$ cat config.mk
export PLATFORM = sky130hd
export DESIGN_NAME = rob_commit_flat
export DESIGN_NICKNAME = d
export VERILOG_FILES = /design/src/rtl/rob_commit_pkg.sv /design/src/rtl/rob_commit_if.sv /design/src/rtl/rob_commit_lookup.sv /design/src/rtl/rob_commit.sv /design/src/flat_wrapper.sv
export SDC_FILE = /design/constraint.sdc
export NUM_CORES = 1
export LEC_CHECK = 0
export BUFFER_PORTS_ARGS = -buffer_cell sky130_fd_sc_hd__buf_2
export CAP_MARGIN = 40
export CORE_MARGIN = 10
export CORE_UTILIZATION = 55
export DETAILED_ROUTE_END_ITERATION = 10
export GPL_TIMING_DRIVEN = 0
export PLACE_DENSITY_LB_ADDON = 0.15
export SLEW_MARGIN = 25
export SYNTH_ARGS = -nofsm -noshare
export SYNTH_HDL_FRONTEND = slang
export SYNTH_SLANG_ARGS = --single-unit
$ cat constraint.sdc
create_clock -name clk_in -period 4.9 [get_ports clk_in]
set_input_delay 0.49 -clock clk_in [delete_from_list [all_inputs] [get_ports clk_in]]
set_output_delay 0.49 -clock clk_in [all_outputs]
set_load 0.05 [all_outputs]
$ cat src/rtl/rob_commit_pkg.sv
// Shared sizing for the reorder buffer and the register file that consumes it.
package rob_commit_pkg;

  localparam int ROB_WIDTH_BIT = 3;
  localparam int ROB_WIDTH     = 2 ** ROB_WIDTH_BIT;
  localparam int REG_ID_BIT    = 5;
  localparam int REG_ID_WIDTH  = 2 ** REG_ID_BIT;
  localparam int DATA_W        = 32;

  typedef logic [ROB_WIDTH_BIT-1:0] rob_tag_t;
  typedef logic [REG_ID_BIT-1:0]    reg_id_t;
  typedef logic [DATA_W-1:0]        word_t;
  typedef logic [ROB_WIDTH_BIT:0]   rob_cnt_t;

  localparam rob_cnt_t ROB_FULL_COUNT = rob_cnt_t'(ROB_WIDTH);
  localparam rob_cnt_t ROB_CNT_ONE    = rob_cnt_t'(1);
  localparam rob_tag_t ROB_TAG_ONE    = rob_tag_t'(1);

endpackage

$ cat src/rtl/rob_commit_if.sv
// Issue / CDB / operand lookup / commit bundle between the core and the ROB.
interface rob_commit_if;
  import rob_commit_pkg::*;

  logic     issue_valid;
  reg_id_t  issue_rd;
  rob_tag_t issue_tag;
  logic     full;

  logic     cdb_valid;
  rob_tag_t cdb_tag;
  word_t    cdb_value;

  rob_tag_t q1_tag, q2_tag;
  logic     q1_ready, q2_ready;
  word_t    q1_value, q2_value;

  logic     commit_valid;
  logic     commit_we;
  reg_id_t  commit_rd;
  word_t    commit_value;
  rob_tag_t commit_tag;
  rob_cnt_t count;

  modport slave (
    input  issue_valid, issue_rd, cdb_valid, cdb_tag, cdb_value, q1_tag, q2_tag,
    output issue_tag, full, q1_ready, q2_ready, q1_value, q2_value,
           commit_valid, commit_we, commit_rd, commit_value, commit_tag, count
  );

  modport master (
    output issue_valid, issue_rd, cdb_valid, cdb_tag, cdb_value, q1_tag, q2_tag,
    input  issue_tag, full, q1_ready, q2_ready, q1_value, q2_value,
           commit_valid, commit_we, commit_rd, commit_value, commit_tag, count
  );
endinterface

$ cat src/rtl/rob_commit_lookup.sv
// Combinational operand read port; ROB_CDB_BYPASS_EN adds same-cycle CDB forwarding.
module rob_lookup
  import rob_commit_pkg::*;
(
  input  logic [ROB_WIDTH-1:0]         busy,
  input  logic [ROB_WIDTH-1:0]         ready,
  input  logic [ROB_WIDTH-1:0][DATA_W-1:0] value,
`ifdef ROB_CDB_BYPASS_EN
  input  logic                         cdb_valid,
  input  rob_tag_t                     cdb_tag,
  input  word_t                        cdb_value,
`endif
  input  rob_tag_t                     tag,
  output logic                         q_ready,
  output word_t                        q_value
);

  logic stored;
  assign stored = busy[tag] && ready[tag];

`ifdef ROB_CDB_BYPASS_EN
  logic hit;
  assign hit     = cdb_valid && (cdb_tag == tag) && busy[tag];
  assign q_ready = stored || hit;
  assign q_value = stored ? value[tag] : (hit ? cdb_value : '0);
`else
  assign q_ready = stored;
  assign q_value = stored ? value[tag] : '0;
`endif

endmodule

$ cat src/rtl/rob_commit.sv
// Reorder buffer: in-order allocate, CDB capture, in-order retire to the regfile.
// Optional same-cycle operand forwarding under ROB_CDB_BYPASS_EN.
module rob_commit
  import rob_commit_pkg::*;
(
  input  logic        clk_in,
  input  logic        rst_in,
  input  logic        rdy_in,
  input  logic        flush_in,
  rob_commit_if.slave bus
);

  logic [ROB_WIDTH-1:0]             busy, ready;
  logic [ROB_WIDTH-1:0][REG_ID_BIT-1:0] rd_q;
  logic [ROB_WIDTH-1:0][DATA_W-1:0] value_q;
  rob_tag_t head, tail;
  rob_cnt_t cnt;

  logic     cv_q;
  reg_id_t  crd_q;
  word_t    cval_q;
  rob_tag_t ctag_q;

  logic full_w, issue_ok, commit_ok;
  assign full_w    = (cnt == ROB_FULL_COUNT);
  assign issue_ok  = bus.issue_valid && !full_w;
  assign commit_ok = busy[head] && ready[head];

  always_ff @(posedge clk_in or negedge rst_in) begin
    if (!rst_in) begin
      busy    <= '0;
      ready   <= '0;
      rd_q    <= '0;
      value_q <= '0;
      head    <= '0;
      tail    <= '0;
      cnt     <= '0;
      cv_q    <= 1'b0;
      crd_q   <= '0;
      cval_q  <= '0;
      ctag_q  <= '0;
    end else if (rdy_in) begin
      if (flush_in) begin
        busy  <= '0;
        ready <= '0;
        head  <= '0;
        tail  <= '0;
        cnt   <= '0;
        cv_q  <= 1'b0;
      end else begin
        // The entry being allocated is never busy, so a CDB write cannot collide with issue.
        if (bus.cdb_valid && busy[bus.cdb_tag]) begin
          ready[bus.cdb_tag]   <= 1'b1;
          value_q[bus.cdb_tag] <= bus.cdb_value;
        end
        if (issue_ok) begin
          busy[tail]  <= 1'b1;
          ready[tail] <= 1'b0;
          rd_q[tail]  <= bus.issue_rd;
          tail        <= tail + ROB_TAG_ONE;
        end
        cv_q <= commit_ok;
        if (commit_ok) begin
          busy[head] <= 1'b0;
          head       <= head + ROB_TAG_ONE;
          crd_q      <= rd_q[head];
          cval_q     <= value_q[head];
          ctag_q     <= head;
        end
        case ({issue_ok, commit_ok})
          2'b10:   cnt <= cnt + ROB_CNT_ONE;
          2'b01:   cnt <= cnt - ROB_CNT_ONE;
          default: cnt <= cnt;
        endcase
      end
    end
  end

  // Pause masks the pulse without consuming it; it reappears once rdy_in returns.
  assign bus.commit_valid = cv_q && rdy_in;
  assign bus.commit_we    = bus.commit_valid && (crd_q != '0);
  assign bus.commit_rd    = crd_q;
  assign bus.commit_value = cval_q;
  assign bus.commit_tag   = ctag_q;
  assign bus.issue_tag    = tail;
  assign bus.full         = full_w;
  assign bus.count        = cnt;

  rob_lookup u_q1 (
    .busy      (busy),
    .ready     (ready),
    .value     (value_q),
`ifdef ROB_CDB_BYPASS_EN
    .cdb_valid (bus.cdb_valid),
    .cdb_tag   (bus.cdb_tag),
    .cdb_value (bus.cdb_value),
`endif
    .tag       (bus.q1_tag),
    .q_ready   (bus.q1_ready),
    .q_value   (bus.q1_value)
  );

  rob_lookup u_q2 (
    .busy      (busy),
    .ready     (ready),
    .value     (value_q),
`ifdef ROB_CDB_BYPASS_EN
    .cdb_valid (bus.cdb_valid),
    .cdb_tag   (bus.cdb_tag),
    .cdb_value (bus.cdb_value),
`endif
    .tag       (bus.q2_tag),
    .q_ready   (bus.q2_ready),
    .q_value   (bus.q2_value)
  );

endmodule

$ cat src/flat_wrapper.sv
// flat-port wrapper written by rule: the top's interface ports become plain ports
module rob_commit_flat import rob_commit_pkg::*;
  (clk_in, rst_in, rdy_in, flush_in, bus_issue_valid, bus_issue_rd, bus_cdb_valid, bus_cdb_tag, bus_cdb_value, bus_q1_tag, bus_q2_tag, bus_issue_tag, bus_full, bus_q1_ready, bus_q2_ready, bus_q1_value, bus_q2_value, bus_commit_valid, bus_commit_we, bus_commit_rd, bus_commit_value, bus_commit_tag, bus_count);
  rob_commit_if bus_i ();
  input  logic clk_in;
  input  logic rst_in;
  input  logic rdy_in;
  input  logic flush_in;
  input wire logic [$bits(bus_i.issue_valid)-1:0] bus_issue_valid;
  input wire logic [$bits(bus_i.issue_rd)-1:0] bus_issue_rd;
  input wire logic [$bits(bus_i.cdb_valid)-1:0] bus_cdb_valid;
  input wire logic [$bits(bus_i.cdb_tag)-1:0] bus_cdb_tag;
  input wire logic [$bits(bus_i.cdb_value)-1:0] bus_cdb_value;
  input wire logic [$bits(bus_i.q1_tag)-1:0] bus_q1_tag;
  input wire logic [$bits(bus_i.q2_tag)-1:0] bus_q2_tag;
  output wire logic [$bits(bus_i.issue_tag)-1:0] bus_issue_tag;
  output wire logic [$bits(bus_i.full)-1:0] bus_full;
  output wire logic [$bits(bus_i.q1_ready)-1:0] bus_q1_ready;
  output wire logic [$bits(bus_i.q2_ready)-1:0] bus_q2_ready;
  output wire logic [$bits(bus_i.q1_value)-1:0] bus_q1_value;
  output wire logic [$bits(bus_i.q2_value)-1:0] bus_q2_value;
  output wire logic [$bits(bus_i.commit_valid)-1:0] bus_commit_valid;
  output wire logic [$bits(bus_i.commit_we)-1:0] bus_commit_we;
  output wire logic [$bits(bus_i.commit_rd)-1:0] bus_commit_rd;
  output wire logic [$bits(bus_i.commit_value)-1:0] bus_commit_value;
  output wire logic [$bits(bus_i.commit_tag)-1:0] bus_commit_tag;
  output wire logic [$bits(bus_i.count)-1:0] bus_count;
  assign bus_i.issue_valid = bus_issue_valid;
  assign bus_i.issue_rd = bus_issue_rd;
  assign bus_i.cdb_valid = bus_cdb_valid;
  assign bus_i.cdb_tag = bus_cdb_tag;
  assign bus_i.cdb_value = bus_cdb_value;
  assign bus_i.q1_tag = bus_q1_tag;
  assign bus_i.q2_tag = bus_q2_tag;
  assign bus_issue_tag = bus_i.issue_tag;
  assign bus_full = bus_i.full;
  assign bus_q1_ready = bus_i.q1_ready;
  assign bus_q2_ready = bus_i.q2_ready;
  assign bus_q1_value = bus_i.q1_value;
  assign bus_q2_value = bus_i.q2_value;
  assign bus_commit_valid = bus_i.commit_valid;
  assign bus_commit_we = bus_i.commit_we;
  assign bus_commit_rd = bus_i.commit_rd;
  assign bus_commit_value = bus_i.commit_value;
  assign bus_commit_tag = bus_i.commit_tag;
  assign bus_count = bus_i.count;
  rob_commit u_core (.clk_in(clk_in), .rst_in(rst_in), .rdy_in(rdy_in), .flush_in(flush_in), .bus(bus_i));
endmodule
; Word-level counts from Yosys, hierarchy flattened
; Index checks and enable logic that the tools add are counted.
[totals]
in_bits = 52
word_cells = 121
ramBits = 0
output_inout_bits = 116
latch_bits = 0
memories = 0
mem_bits_ro = 0
register_bits = 363
[op_classes]
div = 0
n_eq_ne = 3
mux = 53
shifts = 0
n_addsub = 4
n_lt_le_gt_ge = 8
reduce_logical = 21
bitwise_logic = 7
n_mul = 0
[ops]
columns = cell, n
row1 = $bmux W32 S3, 3
row2 = $bwmux W256, 1
row3 = $mux W32, 6
row4 = $demux W32 S3, 1
row5 = $mux W8, 10
row6 = $bwmux W40, 1
row7 = $bmux W1 S3, 7
row8 = $lt A3 B4 Y1 const B, 5
row9 = $and A8 B8 Y8, 2
row10 = $not A8 Y8, 2
row11 = $or A8 B8 Y8, 2
row12 = $bmux W5 S3, 1
row13 = $demux W5 S3, 1
row14 = $mux W3, 4
row15 = $mux W1, 11
row16 = $logic_and A1 B1 Y1, 10
row17 = $mux W5, 2
row18 = $demux W1 S3, 3
row19 = $ge A3 B1 Y1 const B, 3
row20 = $reduce_and A3 Y1, 3
row21 = $pmux W4 S2, 1
row22 = $add A3 B1 Y3 const B, 2
row23 = $reduce_and A2 Y1, 3
row24 = $reduce_bool A5 Y1, 1
row25 = 10 further kinds, 11

; Logic depth before layout (Yosys ltp)
; Gate-level depths: netlist of run 1.
[logic_depth]
ltp_word = 11
mapped_depth = 10
depth_no_buf = 9

; Modules after synthesis
; From an unflattened synthesis of run 1, not the netlist that was laid out.
[hier_totals]
hier_cells = 1861
hier_area_um2 = 21592.0
[by_module_without_submodules]
columns = mod, seq_area_each_um2, n_inst, area_each_um2, cells_per_inst
row1 = rob_commit, 9083.7, 1, 16389.5, 1229
row2 = rob_lookup, 0.0, 2, 2601.2, 316

; Worst setup path after synthesis of run 1
; Ideal clock, no wire load.
[synth_path]
path_kind = reg2reg
startpoint = register u_core.cnt[1], in the netlist u_core.bus.count[1]
endpoint = register u_core.cnt[3], in the netlist u_core.bus.count[3]
n_path_buf = 0
path_stages_with_launch = 10
setup_time_ns = 0.159
setup_slack_ns = 0.849
t_required_ns = 4.741
arrival_time_ns = 3.892
period_less_slack_ns = 4.051
path_cell_list = dfrtp_1 > nor4b_1 > nand2b_1 > nand3_1 > inv_1 > ha_1 > and3_1 > o21ai_0 > o22a_1 > o311ai_0
[synth_between]
elab_chain_cells = 6
word_cells_on_any_way = 11
cone_classes = add/sub (2) / eq/ne (3) / mux (2) / reduce/logical (4)
[synth_lines]
columns = element, line
row1 = start: declaration, rob_commit.sv:17  ; rob_cnt_t cnt;
row2 = start signal: assignment, rob_commit.sv:71  ; 2'b10: cnt <= cnt + ROB_CNT_ONE;
row3 = start signal: assignment, rob_commit.sv:72  ; 2'b01: cnt <= cnt - ROB_CNT_ONE;
row4 = start signal: assignment, rob_commit.sv:73  ; default: cnt <= cnt;
row5 = $eq A4 B4 Y1 *, rob_commit.sv:25  ; assign full_w = (cnt == ROB_FULL_COUNT);
row6 = via bus_full, flat_wrapper.sv:17  ; output wire logic [$bits(bus_i.full)-1:0] bus_full;
row7 = $logic_not A1 Y1 *, rob_commit.sv:26  ; assign issue_ok = bus.issue_valid && !full_w;
row8 = $logic_and A1 B1 Y1 *, rob_commit.sv:26
row9 = $eq A2 B1 Y1 / $eq A2 B2 Y1 (equally long branches), rob_commit.sv:70  ; case ({issue_ok, commit_ok})
row10 = $pmux W4 S2 / $reduce_bool A3 Y1 (equally long branches), -
row11 = $mux W4 / $reduce_and A2 Y1 (equally long branches), -
; Mark *: on every way through the listed nets, which the timed path passes. The rest lies on a longest branch.
; A chain may end at the register's enable or synchronous reset.

; Worst setup path after layout of run 1
[layout_path]
startpoint = input port bus_q2_tag[2]
endpoint = output port bus_q2_value[18]
[layout_between]
elab_chain_cells = 4
word_cells_on_any_way = 8
cone_classes = mux (7) / reduce/logical (1)
[layout_lines]
columns = element, line
row1 = start: declaration, flat_wrapper.sv:15  ; input wire logic [$bits(bus_i.q2_tag)-1:0] bus_q2_tag;
row2 = $bmux W1 S3, rob_commit_lookup.sv:19  ; assign stored = busy[tag] && ready[tag];
row3 = $mux W1 (implied by the code), rob_commit_lookup.sv:19
row4 = $logic_and A1 B1 Y1, rob_commit_lookup.sv:19
row5 = $mux W32 *, rob_commit_lookup.sv:28  ; assign q_value = stored ? value[tag] : '0;
row6 = end: declaration, flat_wrapper.sv:21  ; output wire logic [$bits(bus_i.q2_value)-1:0] bus_q2_value;
; Every way passes the cells marked *; elsewhere a longest branch is shown, timed or not. The select of a mux whose other input is x is not followed.

==> impl_metrics.ini, run 1 <==
[power_and_ir_drop]
p_per_area_mw_per_mm2 = 346
vdd_ir_drop_max_mv = 0.223
total_power_mw = 8.13
p_leak_nw = 10.7

[worst_setup_path]
crit_path_top_delay_cell = clkbuf_1
critPathMaxStageDelay_ps = 630
path_cells = clkbuf_1 -> mux4_2 -> mux2_2 -> clkbuf_1 -> nor2_1 -> buf_2
crit_type = in -> out
setup.worst_path.end_class = output pin
critical_path.top_delay_family = buffers and inverters
cpMostUsedCell = clkbuf_1
critPathMaxFanout = 10
crit_required_ps = 4410
arrival_ps = 3250
startpoint_type = primary input
worst-path-buf-inv = 3

[global_route]
grt_pass1_vias = 15800
antenna_found_initial = 4
grt_remaining_overflow = 0
grt_max_degree = 98
gr-usage-all-layers_pct = 31.2
grt_pass1_wl_microns = 103000

[synthesis]
synthCells = 1464
ys_types = 54
yosysWarnings = 0
synth_mux_area_share_pct = 36.0
synthTopCellsByCount = dfrtp_1 (363), mux2_2 (297), mux4_2 (136)
synthFlopType = dfrtp_1
synth_top_area_cell = dfrtp_1
synth_xor_area_share_pct = 0.0880
syn_area_per_cell_sq_um = 13.6
ys_top_cells_by_area = dfrtp_1 (46%), mux2_2 (17%), mux4_2 (15%)
yosys.area.top_type_share_pct = 45.6
synth_edf_count = 0
seq_area_frac_synth_pct = 45.6
synthArstFlopShare_pct = 100
yosys.area_share.simple_pct = 4.57
yosysMostFrequentCell = dfrtp_1
synth_top_family_by_area = multiplexers
synth_adder_area_share_pct = 0.302
synth_compound_area_share_pct = 10.4
syn_nets = 1520
ys_seq_elements = 363
syn_area_sq_mm = 0.0199

[sta]
max_slew_margin_pct = 39.8
max_freq_mhz = 267
rsz0062_at_grt = false
hold_viol_final = 0
tns_ps = 0
setup_viol = 0
slew_violations = 0
tightestPinTransition_ps = 902
fin_crit_ps = 3740
finClkSkew_ps = 17.5
timing.final.crit_share_pct = 76.3

[clocking]
cts_max_path_buffers = 3
numCtsBuffers = 41
clk_pin_slew_ps = 60
tritoncts = done
clock-root-buffer = clkbuf_16
insertion_delay_ps = 570
htreeDepth = 2
cts_resized = 0
cts_sinks = 363

[die]
die_x_microns = 210
die_y_microns = 210
start_util_pct = 55.9
die_area_sq_mm = 0.0442
core_area_sq_mm = 0.0357
num_rows = 69
io_pins = 168

[placed_design]
io_buffers = 163
routabilityCongestion = 0.941
dp_hpwl_microns = 47900

[drt]
drc = 0
ant_nets = 0
routedWlPerCell_microns = 31.5
drtPass1Iterations = 7
drtIter0Drc = 2101
dr_total_vias = 15800
viasPerCell = 7.11
wl_microns = 69900

[finish]
area_delta_synth_final_pct = 17.9
nets = 1776
drive_gt1_share_pct = 44.0

[flow_run]
maxCapViolations = 0

[run_status]
status = finished, final reports clean

[worst_hold_path]
hold_class = in -> reg
## per-layer routing
metal	share of wire [%]	global-route usage, %	vias up
li1	-	-	6290
met1	38	40.3	8148
met2	46	47.3	1110
met3	12	9.05	212
met4	4.5	15.5	4
met5	0.034	0	-
## stage by stage
step	setup slack, ps	hold slack (ps)	cells	area (sq um)	utilization, %
after floorplan	849	194	1464	19900	-
after global placement	-3620	456	2088	21300	59.8
after detailed placement	1330	357	2135	22000	61.6
after CTS	1330	244	2212	23500	65.8
after global routing	1200	270	2215	23500	65.9
final	1160	256	2218	23500	65.9
## final timing paths
check                                  startpoint                         end  cells after the start  slack, ps
worst max-delay path                bus_q2_tag[2]            bus_q2_value[18]                      6       1160
worst max register to register     u_core.head[0]  u_core.bus.commit_value[8]                     10       1770
worst min register to register        u_core.cv_q                 u_core.cv_q                      1        490
min in group asynchronous                  rst_in         u_core.bus.count[2]                      2        370
max in group asynchronous                  rst_in         u_core.value_q[238]                      4       3310
worst min-delay path            bus_cdb_value[30]          u_core.value_q[30]                      2        260
## timing repair
action                                 4_1_cts  5_1_grt
setup buffers                                0        0
hold buffers                                 1        0
setup endpoints to repair                    0        0
endpoints found under the hold margin       25        0
## logic make-up (layout without fill, tap and decap cells)
kind of cell,count (synthesis),in the layout
other,0,4
adder cells (fa/ha/maj),5,5
AO/OA/AOI/OAI,259,259
buffers and inverters,139,428
flip-flops,363,363
multiplexers,508,508
XOR/XNOR,2,2
AND/OR/NAND/NOR,188,188
## state kept, by name, indices dropped and copies added (netlist names)
| signal | cells |
|---|---|
| u_core.bus.issue_tag | 3 |
| u_core.busy | 8 |
| u_core.ready | 8 |
| u_core.cv_q | 1 |
| u_core.rd_q | 40 |
| u_core.value_q | 256 |
| u_core.bus.count | 4 |
| u_core.head | 3 |
| u_core.bus.commit_rd | 5 |
| u_core.bus.commit_tag | 3 |
| u_core.bus.commit_value | 32 |
## report_power, final
part           internal, mW  switching [mW]
registers              3.30           0.294
clock network          2.04            1.29
logic                 0.594           0.602
total                  5.94            2.19
## layout by cell type, fill, tap and decap left out, drive strengths merged, types with 2 or more instances in the layout
master and count:
nor3 4, clkinvlp 4, nor4b 8, mux2 305
nor2 119, buf 268, a32o 2, nand2b 2
and2 2, clkbuf 126, o221ai 4, diode 4
dfrtp 363, nand4 2, clkinv 9, o31ai 2
a31oi 45, a22o 74, mux2i 67, a41oi 7
o22ai 3, a221oi 79, a21o 14, bufinv 6
nor3b 3, inv 14, and3 3, ha 4
nor2b 7, o21ai 9, nand3 8, mux4 136
a21oi 14, nand2 23
## layout make-up
cell class	count	area, sq um
Fill cell	2684	12200
Multi-Input combinational cell	962	10200
Sequential cell	363	9080
Timing Repair Buffer	213	1500
Clock buffer	56	1200
Tap cell	461	577
Buffer	126	566
Clock inverter	20	268
Inverter	13	48.8
Antenna cell	4	10.0
## worst register-to-register path, stage by stage, from the launching register on
cell and delay, ps:
dfrtp_1 360, buf_2 210, buf_2 260, nor3b_1 340, clkbuf_1 500, buf_6 240, clkbuf_1 480, buf_8 240
a22o_1 150, a221oi_1 40, a31oi_1 210
No activity file was read; power rests on OpenSTA's default activity.
==> run 2: changes to the inputs <==
Clock period 4.9 ns to 3.35 ns, I/O delays scaled along.
==> impl_metrics.ini, run 2 (same netlist as run 1, synthesis figures left out) <==
[sta]
max_freq_mhz = 302
tightestPinTransition_ps = 939
max_slew_margin_pct = 37.2
slew_violations = 0
timing.final.crit_share_pct = 98.7
hold_slack_ps = 96.6
hold_viol_final = 0
finClkSkew_ps = 14.4
setup_viol = 0
finalWorstSetupSlack_ps = 44.1
rsz0062_at_grt = false
fin_crit_ps = 3310

[drt]
routedWlPerCell_microns = 31.4
drc = 0
wl_microns = 69400
drtPass1Iterations = 5
ant_nets = 0
viasPerCell = 7.03
drtIter0Drc = 1871
dr_total_vias = 15500

[clocking]
numCtsBuffers = 41
htreeDepth = 2
clock-root-buffer = clkbuf_16
insertion_delay_ps = 570
postCtsSetupRepairBufs = 0
tritoncts = done
clk_pin_slew_ps = 60
cts_sinks = 363
cts_max_path_buffers = 3

[worst_setup_path]
crit_type = reg -> out
critPathMaxFanout = 10
arrival_ps = 2970
crit_required_ps = 3010
setup.worst_path.end_class = output pin
regToRegSetupSlack_ps = 300
startpoint_type = flip-flop

[finish]
largest_register_ffs = 256
nets = 1774
layout_common_cells = dfrtp_1 (363), mux2_2 (297), buf_2 (198)
fin_cells = 2211
fillers = 2656
area_delta_synth_final_pct = 17.7
max_flop_register = u_core.value_q
mostFrequentLayoutCell = dfrtp_1
fin_area_sq_mm = 0.0234
drive_gt1_share_pct = 44.1

[global_route]
antenna_found_initial = 3
grt_remaining_overflow = 0
grt_max_degree = 95
grt_pass1_vias = 15900
grt_pass1_wl_microns = 102000
gr-usage-all-layers_pct = 31.0

[placed_design]
io_buffers = 163
routabilityCongestion = 0.982
place_ws_ps = 131
dp.cells = 2133
dpl_cell_area_sq_mm = 0.0220
dp_hpwl_microns = 47800

[flow_run]
maxCapViolations = 0

[die]
start_util_pct = 55.9
die_y_microns = 210
io_pins = 168
die_area_sq_mm = 0.0442
core_area_sq_mm = 0.0357
num_rows = 69
die_x_microns = 210

[power_and_ir_drop]
p_leak_nw = 10.7
vdd_ir_drop_max_mv = 0.358
p_per_area_mw_per_mm2 = 503

[run_status]
status = finished, final reports clean

[worst_hold_path]
hold_class = in -> reg
==> run 2: cell types whose count changed in the layout (fill, tap and decap cells not counted), moves of 3 or more <==
| cell | delta |
|---|---|
| clkbuf_8 | +4 |
| buf_2 | +3 |
| buf_6 | -4 |
| clkinv_2 | -4 |
==> run 2: per-layer routing <==
layer  up-vias  track usage, %  wire length, microns
met4         4            16.9                  3660
met1      7975            40.0                 26300
li1       6277               -                     -
met2      1058            46.6                 31300
met5         -               0                    26
met3       231            9.11                  8110
==> run 2: repair_timing <==
item	CTS	global route
endpoints found under the setup margin	0	14
gates resized for setup	0	10
hold endpoints to repair	70	0
hold buffers	1	0
==> run 2: final timing paths <==
path                              startpoint                           to  cells after the start
max in group asynchronous             rst_in           u_core.value_q[84]                      4
min in group asynchronous             rst_in      u_core.bus.issue_tag[2]                      2
min reg2reg                      u_core.cv_q                  u_core.cv_q                      1
min                        bus_cdb_value[29]          u_core.value_q[157]                      2
max reg2reg                   u_core.head[1]  u_core.bus.commit_value[11]                      9
max                           u_core.busy[7]             bus_q1_value[18]                      6
==> run 2: power by group <==
part / internal, mW / total [mW] / switching (mW)
logic: 0.866 / 1.74 / 0.875
registers: 4.83 / 5.25 / 0.428
clock network: 2.91 / 4.80 / 1.88
==> run 2: final cells by class <==
| class | count | area, sq um | area share, % |
|---|---|---|---|
| well taps | 461 | 577 | 2.46 |
| repair buffers | 211 | 1490 | 6.35 |
| multi-input cells | 962 | 10200 | 43.7 |
| plain buffers | 126 | 571 | 2.43 |
| inverters | 13 | 48.8 | 0.208 |
| clock buffers | 62 | 1270 | 5.41 |
| clock inverters | 11 | 164 | 0.699 |
| diodes | 2 | 5.00 | 0.0214 |
| flip-flops and latches | 363 | 9080 | 38.8 |
==> run 2: critical path, stage by stage, from the launching register on <==
cell and delay, ps:
dfrtp_1 450, nand2_1 110, mux4_2 470, mux2_2 400, clkbuf_2 320, nor2_1 330, buf_2 330
==> run 2: per-stage QoR <==
stage	total power [mW]	setup TNS (ps)	util, %
after floorplan	6.43	0	-
after global placement	6.93	-1818180	59.8
after detailed placement	7.04	0	61.6
after CTS	11.8	0	65.6
after global routing	12.2	0	65.7
final	11.8	0	65.7
